`src/rtl/qam_frame_ctrl.sv`:
```
// Frame controller for the QAM modulator: wraps each payload burst with an
// alternating preamble, a silent guard interval and a one-cycle done pulse.
module qam_frame_ctrl #(
    parameter int PRE_LEN   = 8,
    parameter int GUARD_LEN = 4,
    parameter int LEN_W     = 8
) (
    input  logic             clk,
    input  logic             rst,
    input  logic             start,
    input  logic             abort,
    input  logic [LEN_W-1:0] frame_len,
    input  logic             sym_valid,
    input  logic [1:0]       SigI_in,
    input  logic [1:0]       SigQ_in,
    output logic             gen_en,
    output logic [1:0]       SigI,
    output logic [1:0]       SigQ,
    output logic             sym_out_valid,
    output logic             busy,
    output logic             done,
    output logic [2:0]       dbg_state
);

    // Handshake: the upstream stage may present a symbol only while gen_en is
    // high; sym_valid=1 in that window transfers SigI_in/SigQ_in, there is no
    // back-pressure. sym_out_valid=1 marks a symbol on SigI/SigQ that cycle.

    typedef enum logic [2:0] {
        IDLE     = 3'd0,
        PREAMBLE = 3'd1,
        PAYLOAD  = 3'd2,
        GUARD    = 3'd3,
        DONE     = 3'd4
    } state_t;

    localparam int PH_MAX = (PRE_LEN > GUARD_LEN) ? PRE_LEN : GUARD_LEN;
    localparam int PH_W   = (PH_MAX > 1) ? $clog2(PH_MAX) : 1;
    localparam logic [PH_W-1:0] PRE_LAST   = PH_W'(PRE_LEN - 1);
    localparam logic [PH_W-1:0] GUARD_LAST = PH_W'(GUARD_LEN - 1);

    state_t           r_state;
    logic [PH_W-1:0]  r_phase;
    logic [LEN_W-1:0] r_sym_cnt;
    logic [LEN_W-1:0] r_len;

    state_t           w_next_state;
    logic [PH_W-1:0]  w_next_phase;
    logic [LEN_W-1:0] w_next_sym_cnt;
    logic [LEN_W-1:0] w_next_len;
    logic [1:0]       w_next_sig_i;
    logic [1:0]       w_next_sig_q;
    logic             w_next_valid;

    assign dbg_state = r_state;

    always_comb begin
        w_next_state   = r_state;
        w_next_phase   = r_phase;
        w_next_sym_cnt = r_sym_cnt;
        w_next_len     = r_len;
        w_next_sig_i   = SigI;
        w_next_sig_q   = SigQ;
        w_next_valid   = 1'b0;

        case (r_state)
            IDLE: begin
                w_next_sig_i = 2'b00;
                w_next_sig_q = 2'b00;
                if (start && !abort) begin
                    w_next_state   = PREAMBLE;
                    w_next_len     = frame_len;
                    w_next_phase   = '0;
                    w_next_sym_cnt = '0;
                    w_next_sig_i   = 2'b11;
                    w_next_sig_q   = 2'b00;
                    w_next_valid   = 1'b1;
                end
            end

            PREAMBLE: begin
                if (r_phase == PRE_LAST) begin
                    w_next_phase = '0;
                    if (r_len != '0) begin
                        w_next_state = PAYLOAD;
                    end else begin
                        w_next_state = GUARD;
                        w_next_sig_i = 2'b00;
                        w_next_sig_q = 2'b00;
                    end
                end else begin
                    // Symbol index r_phase+1: odd indices carry {00,11}.
                    w_next_phase = r_phase + PH_W'(1);
                    w_next_sig_i = r_phase[0] ? 2'b11 : 2'b00;
                    w_next_sig_q = r_phase[0] ? 2'b00 : 2'b11;
                    w_next_valid = 1'b1;
                end
            end

            PAYLOAD: begin
                // The counter stops at the latched length, so late sym_valid is dropped.
                if (r_sym_cnt == r_len) begin
                    w_next_state = GUARD;
                    w_next_phase = '0;
                    w_next_sig_i = 2'b00;
                    w_next_sig_q = 2'b00;
                end else if (sym_valid) begin
                    w_next_sig_i   = SigI_in;
                    w_next_sig_q   = SigQ_in;
                    w_next_valid   = 1'b1;
                    w_next_sym_cnt = r_sym_cnt + LEN_W'(1);
                end
            end

            GUARD: begin
                w_next_sig_i = 2'b00;
                w_next_sig_q = 2'b00;
                if (r_phase == GUARD_LAST) begin
                    w_next_state = DONE;
                    w_next_phase = '0;
                end else begin
                    w_next_phase = r_phase + PH_W'(1);
                end
            end

            DONE: begin
                w_next_sig_i = 2'b00;
                w_next_sig_q = 2'b00;
                w_next_state = IDLE;
            end

            default: begin
                w_next_state = IDLE;
                w_next_sig_i = 2'b00;
                w_next_sig_q = 2'b00;
            end
        endcase

        // Abort overrides every transition above, including frame completion.
        if (abort && (r_state != IDLE)) begin
            w_next_state   = IDLE;
            w_next_phase   = '0;
            w_next_sym_cnt = '0;
            w_next_sig_i   = 2'b00;
            w_next_sig_q   = 2'b00;
            w_next_valid   = 1'b0;
        end
    end

    always_ff @(posedge clk or negedge rst) begin
        if (!rst) begin
            r_state       <= IDLE;
            r_phase       <= '0;
            r_sym_cnt     <= '0;
            r_len         <= '0;
            gen_en        <= 1'b0;
            SigI          <= 2'b00;
            SigQ          <= 2'b00;
            sym_out_valid <= 1'b0;
            busy          <= 1'b0;
            done          <= 1'b0;
        end else begin
            r_state       <= w_next_state;
            r_phase       <= w_next_phase;
            r_sym_cnt     <= w_next_sym_cnt;
            r_len         <= w_next_len;
            gen_en        <= (w_next_state == PAYLOAD);
            SigI          <= w_next_sig_i;
            SigQ          <= w_next_sig_q;
            sym_out_valid <= w_next_valid;
            busy          <= (w_next_state != IDLE);
            done          <= (w_next_state == DONE);
        end
    end

endmodule

```
`config.mk`:
```
export PLATFORM = sky130hd
export DESIGN_NAME = qam_frame_ctrl
export DESIGN_NICKNAME = d
export VERILOG_FILES = /design/src/rtl/qam_frame_ctrl.sv
export SDC_FILE = /design/constraint.sdc
export NUM_CORES = 1
export LEC_CHECK = 0
export CAP_MARGIN = 20
export CELL_PAD_IN_SITES_DETAIL_PLACEMENT = 0
export CELL_PAD_IN_SITES_GLOBAL_PLACEMENT = 1
export CORE_ASPECT_RATIO = 1.1
export CORE_MARGIN = 5
export CORE_UTILIZATION = 38
export CTS_CLUSTER_SIZE = 40
export DETAILED_ROUTE_END_ITERATION = 10
export PLACE_DENSITY_LB_ADDON = 0.1
export SLEW_MARGIN = 10
export SYNTH_ARGS = -nofsm -noshare
export SYNTH_HDL_FRONTEND = slang
export SYNTH_SLANG_ARGS = --single-unit
```
`constraint.sdc`:
```
create_clock -name clk -period 1.6 [get_ports clk]
set_input_delay 0.16 -clock clk [delete_from_list [all_inputs] [get_ports clk]]
set_output_delay 0.16 -clock clk [all_outputs]
set_load 0.005 [all_outputs]
```
## After elaboration in Yosys (flattened, before gate mapping)

Cells that the tools add are included.
W data, S select, Z words.

| word-level totals | value |
|---|---|
| register bits after elaboration | 30 |
| bits of input ports | 17 |
| word-level logic and storage cells | 77 |

| operators by class | value |
|---|---|
| add/sub/neg operators | 2 |
| eq/ne operators | 14 |
| mux-type cells | 38 |
| reductions and logical operators | 13 |

Operators by type and width:

| kind | count |
|---|---|
| $mux W8 | 4 |
| $mux W3 | 10 |
| $mux W2 | 12 |
| $pmux W3 S4 | 2 |
| $pmux W8 S2 | 1 |
| $eq A3 B2 Y1 const B | 4 |
| $ne A3 B3 Y1 const B | 4 |
| $reduce_bool A3 Y1 | 3 |
| $add A8 B1 Y8 const B | 1 |
| $eq A8 B8 Y1 | 1 |
| $ne A4 B4 Y1 const B | 2 |
| $reduce_bool A8 Y1 | 1 |
| $eq A3 B3 Y1 const B | 2 |
| $mux W1 | 6 |
| $pmux W2 S3 | 1 |
| $reduce_bool A5 Y1 | 1 |
| $pmux W2 S2 | 1 |
| $reduce_and A2 Y1 | 2 |
| $reduce_and A4 Y1 | 1 |
| $add A3 B1 Y3 const B | 1 |
| $eq A3 B1 Y1 const B | 1 |
| $logic_not A3 Y1 | 1 |
| $pmux W1 S3 | 1 |
| $reduce_and A3 Y1 | 1 |
| other kinds (2) | 3 |

## Logic depth before layout (Yosys ltp)

| logic depth | value |
|---|---|
| word-level depth | 6 |
| mapped depth | 7 |

## Least setup slack after synthesis

No wires, ideal clock.

| path | value |
|---|---|
| kind | register to register |
| from | register r_sym_cnt[5] |
| to | register SigI[0] |
| data arrival time | 1.529 ns |
| slack | -0.054 ns |
| stages on the path, launching flop included | 7 |
| path buffers | 1 |
| cells stage by stage | dfrtp_1 > buf_2 > xnor2_2 > nand4_2 > o21ai_2 > o21a_4 > mux2_4 |

| on the way | value |
|---|---|
| longest elaborated chain between the ends | 4 |
| elaborated cells on any way between the ends | 6 |
| those cells by class | eq/ne (2); mux (3); reduce/logical (1) |

RTL lines:

| what | RTL line | text |
|---|---|---|
| start, declared | 44 | `logic [LEN_W-1:0] r_sym_cnt;` |
| start signal, assigned | 165 | `r_sym_cnt <= w_next_sym_cnt;` |
| $eq A8 B8 Y1 (*) | 102 | `if (r_sym_cnt == r_len) begin` |
| $mux W2 | 102 |  |
| $pmux W2 S3 | 66 | `case (r_state)` |
| $mux W2 | 140 | `if (abort && (r_state != IDLE)) begin` |
| end signal, assigned | 168 | `SigI <= w_next_sig_i;` |
| end, declared | 17 | `output logic [1:0] SigI,` |

Every way passes the cells marked *; elsewhere a longest branch is shown, timed or not.
A chain may end at the register's enable or synchronous reset.

## Worst setup path after layout

| path | value |
|---|---|
| from | register r_len[5] |
| to | register SigI[1] |

| on the way | value |
|---|---|
| longest elaborated chain between the ends | 4 |
| elaborated cells on any way between the ends | 8 |
| those cells by class | eq/ne (3); mux (3); reduce/logical (2) |

RTL lines:

| what | RTL line | text |
|---|---|---|
| start, declared | 45 | `logic [LEN_W-1:0] r_len;` |
| start signal, assigned | 166 | `r_len <= w_next_len;` |
| $eq A8 B8 Y1 | 102 |  |
| $mux W2 | 102 |  |
| $pmux W2 S3 | 66 |  |
| $mux W2 | 140 |  |

Several ways; a longest one is shown, not always the timed one.

==> flow_summary_export.csv <==
group,metric,value,unit
layout,layout.cells.non_filler,303,
setup_path,r2r_cells,6,
layout,fillCellCount,374,
synth,yosysWarnings,0,
layout,final_area,2870,µm²
route,routed_wl,4.62,mm
die,io_pins,28,
sta,fin_ws,-0.0763,ns
die,die_w,75.4,µm
setup_path,crit_fanout,4,
layout,area_delta_synth_final,60.9,%
layout,final_util,62.6,%
clock_tree,clock-sinks,30,
setup_path,cp-start-kind,"flip-flop",
synth,synth_top_area_cell,"dfrtp_1",
sta,layout_min_cycle_time,1.68,ns
synth,synthCells,164,
setup_path,required,1.76,ns
clock_tree,cts_max_level,2,
setup_path,worstReg2RegEnd,"SigI[1]$_DFFE_PN0P_",
sta,max_slew.worst_pin.slew,0.395,ns
placed_design,place.gp.congestion,0.762,
global_route,grt_util_all_layers,15.7,%
global_route,grt_max_degree,31,
placed_design,io_buffers,27,
layout,nets,268,
clock_tree,cts.reportedPaths.clkPinSlew,0.07,ns
run_status,outcome,"finished, violations left",
clock_tree,numCtsBuffers,5,
setup_path,path_class,"flip-flop to flip-flop",
synth,synthMuxAreaShare,7.36,%
die,coreArea,4590,µm²
setup_path,arrival,1.84,ns
synth,ys.flop_type,"dfrtp_1",
route,first_iter_violations,74,
placed_design,place_hpwl,3.34,mm
setup_path,rrSetupSlack,-0.08,ns
synth,synth.avg_cell_area,10.9,µm²
route,via_count,1535,
synth,synth-simple-area-share,19.2,%
sta,holdWs,0.266,ns
synth,async_reset_ff_share,100,%
clock_tree,ctsHoldBuffers,0,
setup_path,timing.rr.start,"r_len[5]$_DFFE_PN0P_",
synth,synth_top_family_by_area,"simple AND/OR/NAND/NOR gates",
job,cap_violations,0,
die,die_h,81.9,µm
synth,synth_edf_count,0,
global_route,grt_pass1_vias,1597,
synth,ys_seq_elements,30,
sta,fin_skew,0.00826,ns
route,route.detailed.drc,0,
layout,antenna_cells,0,
clock_tree,cts-root-buf,"clkbuf_8",
synth,yosysMostFrequentCell,"dfrtp_1",
power_and_ir_drop,powerDensity,1310,nW/µm²
sta,fin_tns_setup,-0.621,ns
clock_tree,clock_latency,0.28,ns
global_route,antenna_found_initial,0,
global_route,overflow,0,
synth,synthXorXnorAreaFrac,4.34,%
power_and_ir_drop,total_leakage_power,1.32,nW
sta,hold_viol,0,
route,drt-vias-per-instance,5.07,
synth,synth_compound_area_share,18.8,%
min_path,hp-class,"input pin to asynchronous set/reset pin",
power_and_ir_drop,ir_drop,0.000604,V
clock_tree,clk_path_buf_depth,2,
die,placementRows,26,
sta,fmax,597,MHz
route,routedWlPerCell,15.2,µm
synth,synth.top_cell.area_share,42.0,%
placed_design,place_ws,-0.236,ns
clock_tree,cts_tree,"built",
run_status,violations,"setup timing",
placed_design,place_area,2430,µm²
synth,yosys-top-cells-count,"dfrtp_1, nor2_1, nand2_1",
synth,syn_area,1790,µm²
synth,yosysSeqAreaShare,42.0,%
layout,drive_above_1_share,46.6,%
sta,setup_viol,15,
synth,yosys.cell_types.count,54,
sta,rsz0062_at_grt,"yes",
synth,synth_fa_ha_area_share,3.50,%
die,die_area,6170,µm²
sta,max_slew_margin,73.7,%
sta,maxSlewViolCount,0,
sta,timing.final.crit_share,105,%
global_route,grt_pass1_wl,7.33,mm
route,antenna_left,0,
placed_design,placedCellCount,286,
setup_path,cp-end-kind,"flip-flop",
power_and_ir_drop,total_power,3.76,mW
die,start_util,38.9,%
synth,synth_nets,186,
synth,synthTopCellsByArea,"dfrtp_1, mux2_2, ha_1",
route,firstDrtPassIters,4,
## cell usage in the layout (no fill, tap or decap), types with 4 or more instances in the layout
| cell type | instances |
|---|---|
| xnor2_1 | 4 |
| inv_1 | 7 |
| clkdlybuf4s50_1 | 26 |
| a21oi_1 | 5 |
| nand2_1 | 11 |
| nor2_1 | 14 |
| dfrtp_1 | 27 |
| mux2_4 | 10 |
| clkbuf_8 | 6 |
| buf_4 | 43 |
| o31ai_2 | 6 |
| buf_6 | 10 |
## logic make-up after synthesis
kind of cell             after synthesis
XOR/XNOR                               8
multiplexers                          11
flip-flops                            30
AND/OR/NAND/NOR                       54
AO/OA/AOI/OAI                         42
adder cells (fa/ha/maj)                5
buffers and inverters                 14
## state kept, by name, summed over array words and instances, names as in the netlist
signal / count
SigI: 2
SigQ: 2
busy: 1
dbg_state: 3
done: 1
gen_en: 1
r_len: 8
r_phase: 3
r_sym_cnt: 8
sym_out_valid: 1
## power by group
part           internal, mW  total, mW  switching, mW
combinational         0.979       1.64          0.656
sequential            0.964       1.17          0.202
clock                 0.664      0.961          0.297
## worst max path at each step
stage	slack, ns	depth (start not counted)	endpoint	from
after CTS	-0.09	6	SigI[1]$_DFFE_PN0P_	r_len[5]$_DFFE_PN0P_
after floorplan	-0.03	5	SigI[0]$_DFFE_PN0P_	r_sym_cnt[3]$_DFFE_PN0P_
after global placement	-0.23	5	r_sym_cnt[0]$_DFFE_PN0P_	abort
final	-0.08	6	SigI[1]$_DFFE_PN0P_	r_len[5]$_DFFE_PN0P_
after detailed placement	-0.24	5	r_sym_cnt[0]$_DFFE_PN0P_	abort
after global routing	-0.16	6	SigI[1]$_DFFE_PN0P_	r_len[5]$_DFFE_PN0P_
## metal layers
metal	track usage, %	routed length, µm	up-vias
li1	-	-	756
met1	16.6	1890	759
met2	29.5	2540	13
met3	4.16	113	7
met4	5.24	69	0
met5	0	0	-
## final cells by class
cell class                 count  area (µm²)  area share [%]
clock buffer                   6        82.6            2.87
timing repair buffer          81         728            25.3
clock inverter                 2        60.1            2.09
multi-input combinational    120        1150            39.9
sequential                    30         754            26.3
tap                           56        70.1            2.44
inverter                       8        30.0            1.05
## worst max-delay path, cell delays in order, from the launching register on
cell	delay [ns]
dfrtp_1	0.40
buf_6	0.14
xnor2_4	0.15
nand4_4	0.18
o21ai_4	0.21
o21a_4	0.18
mux2_4	0.29
## repair_timing
item	4_1_cts	5_1_grt
setup buffers	3	5
gates cloned	0	1
setup endpoints to repair	25	28
pin swaps	9	7
resized for setup	23	25
No activity file was read; power rests on OpenSTA's default activity.
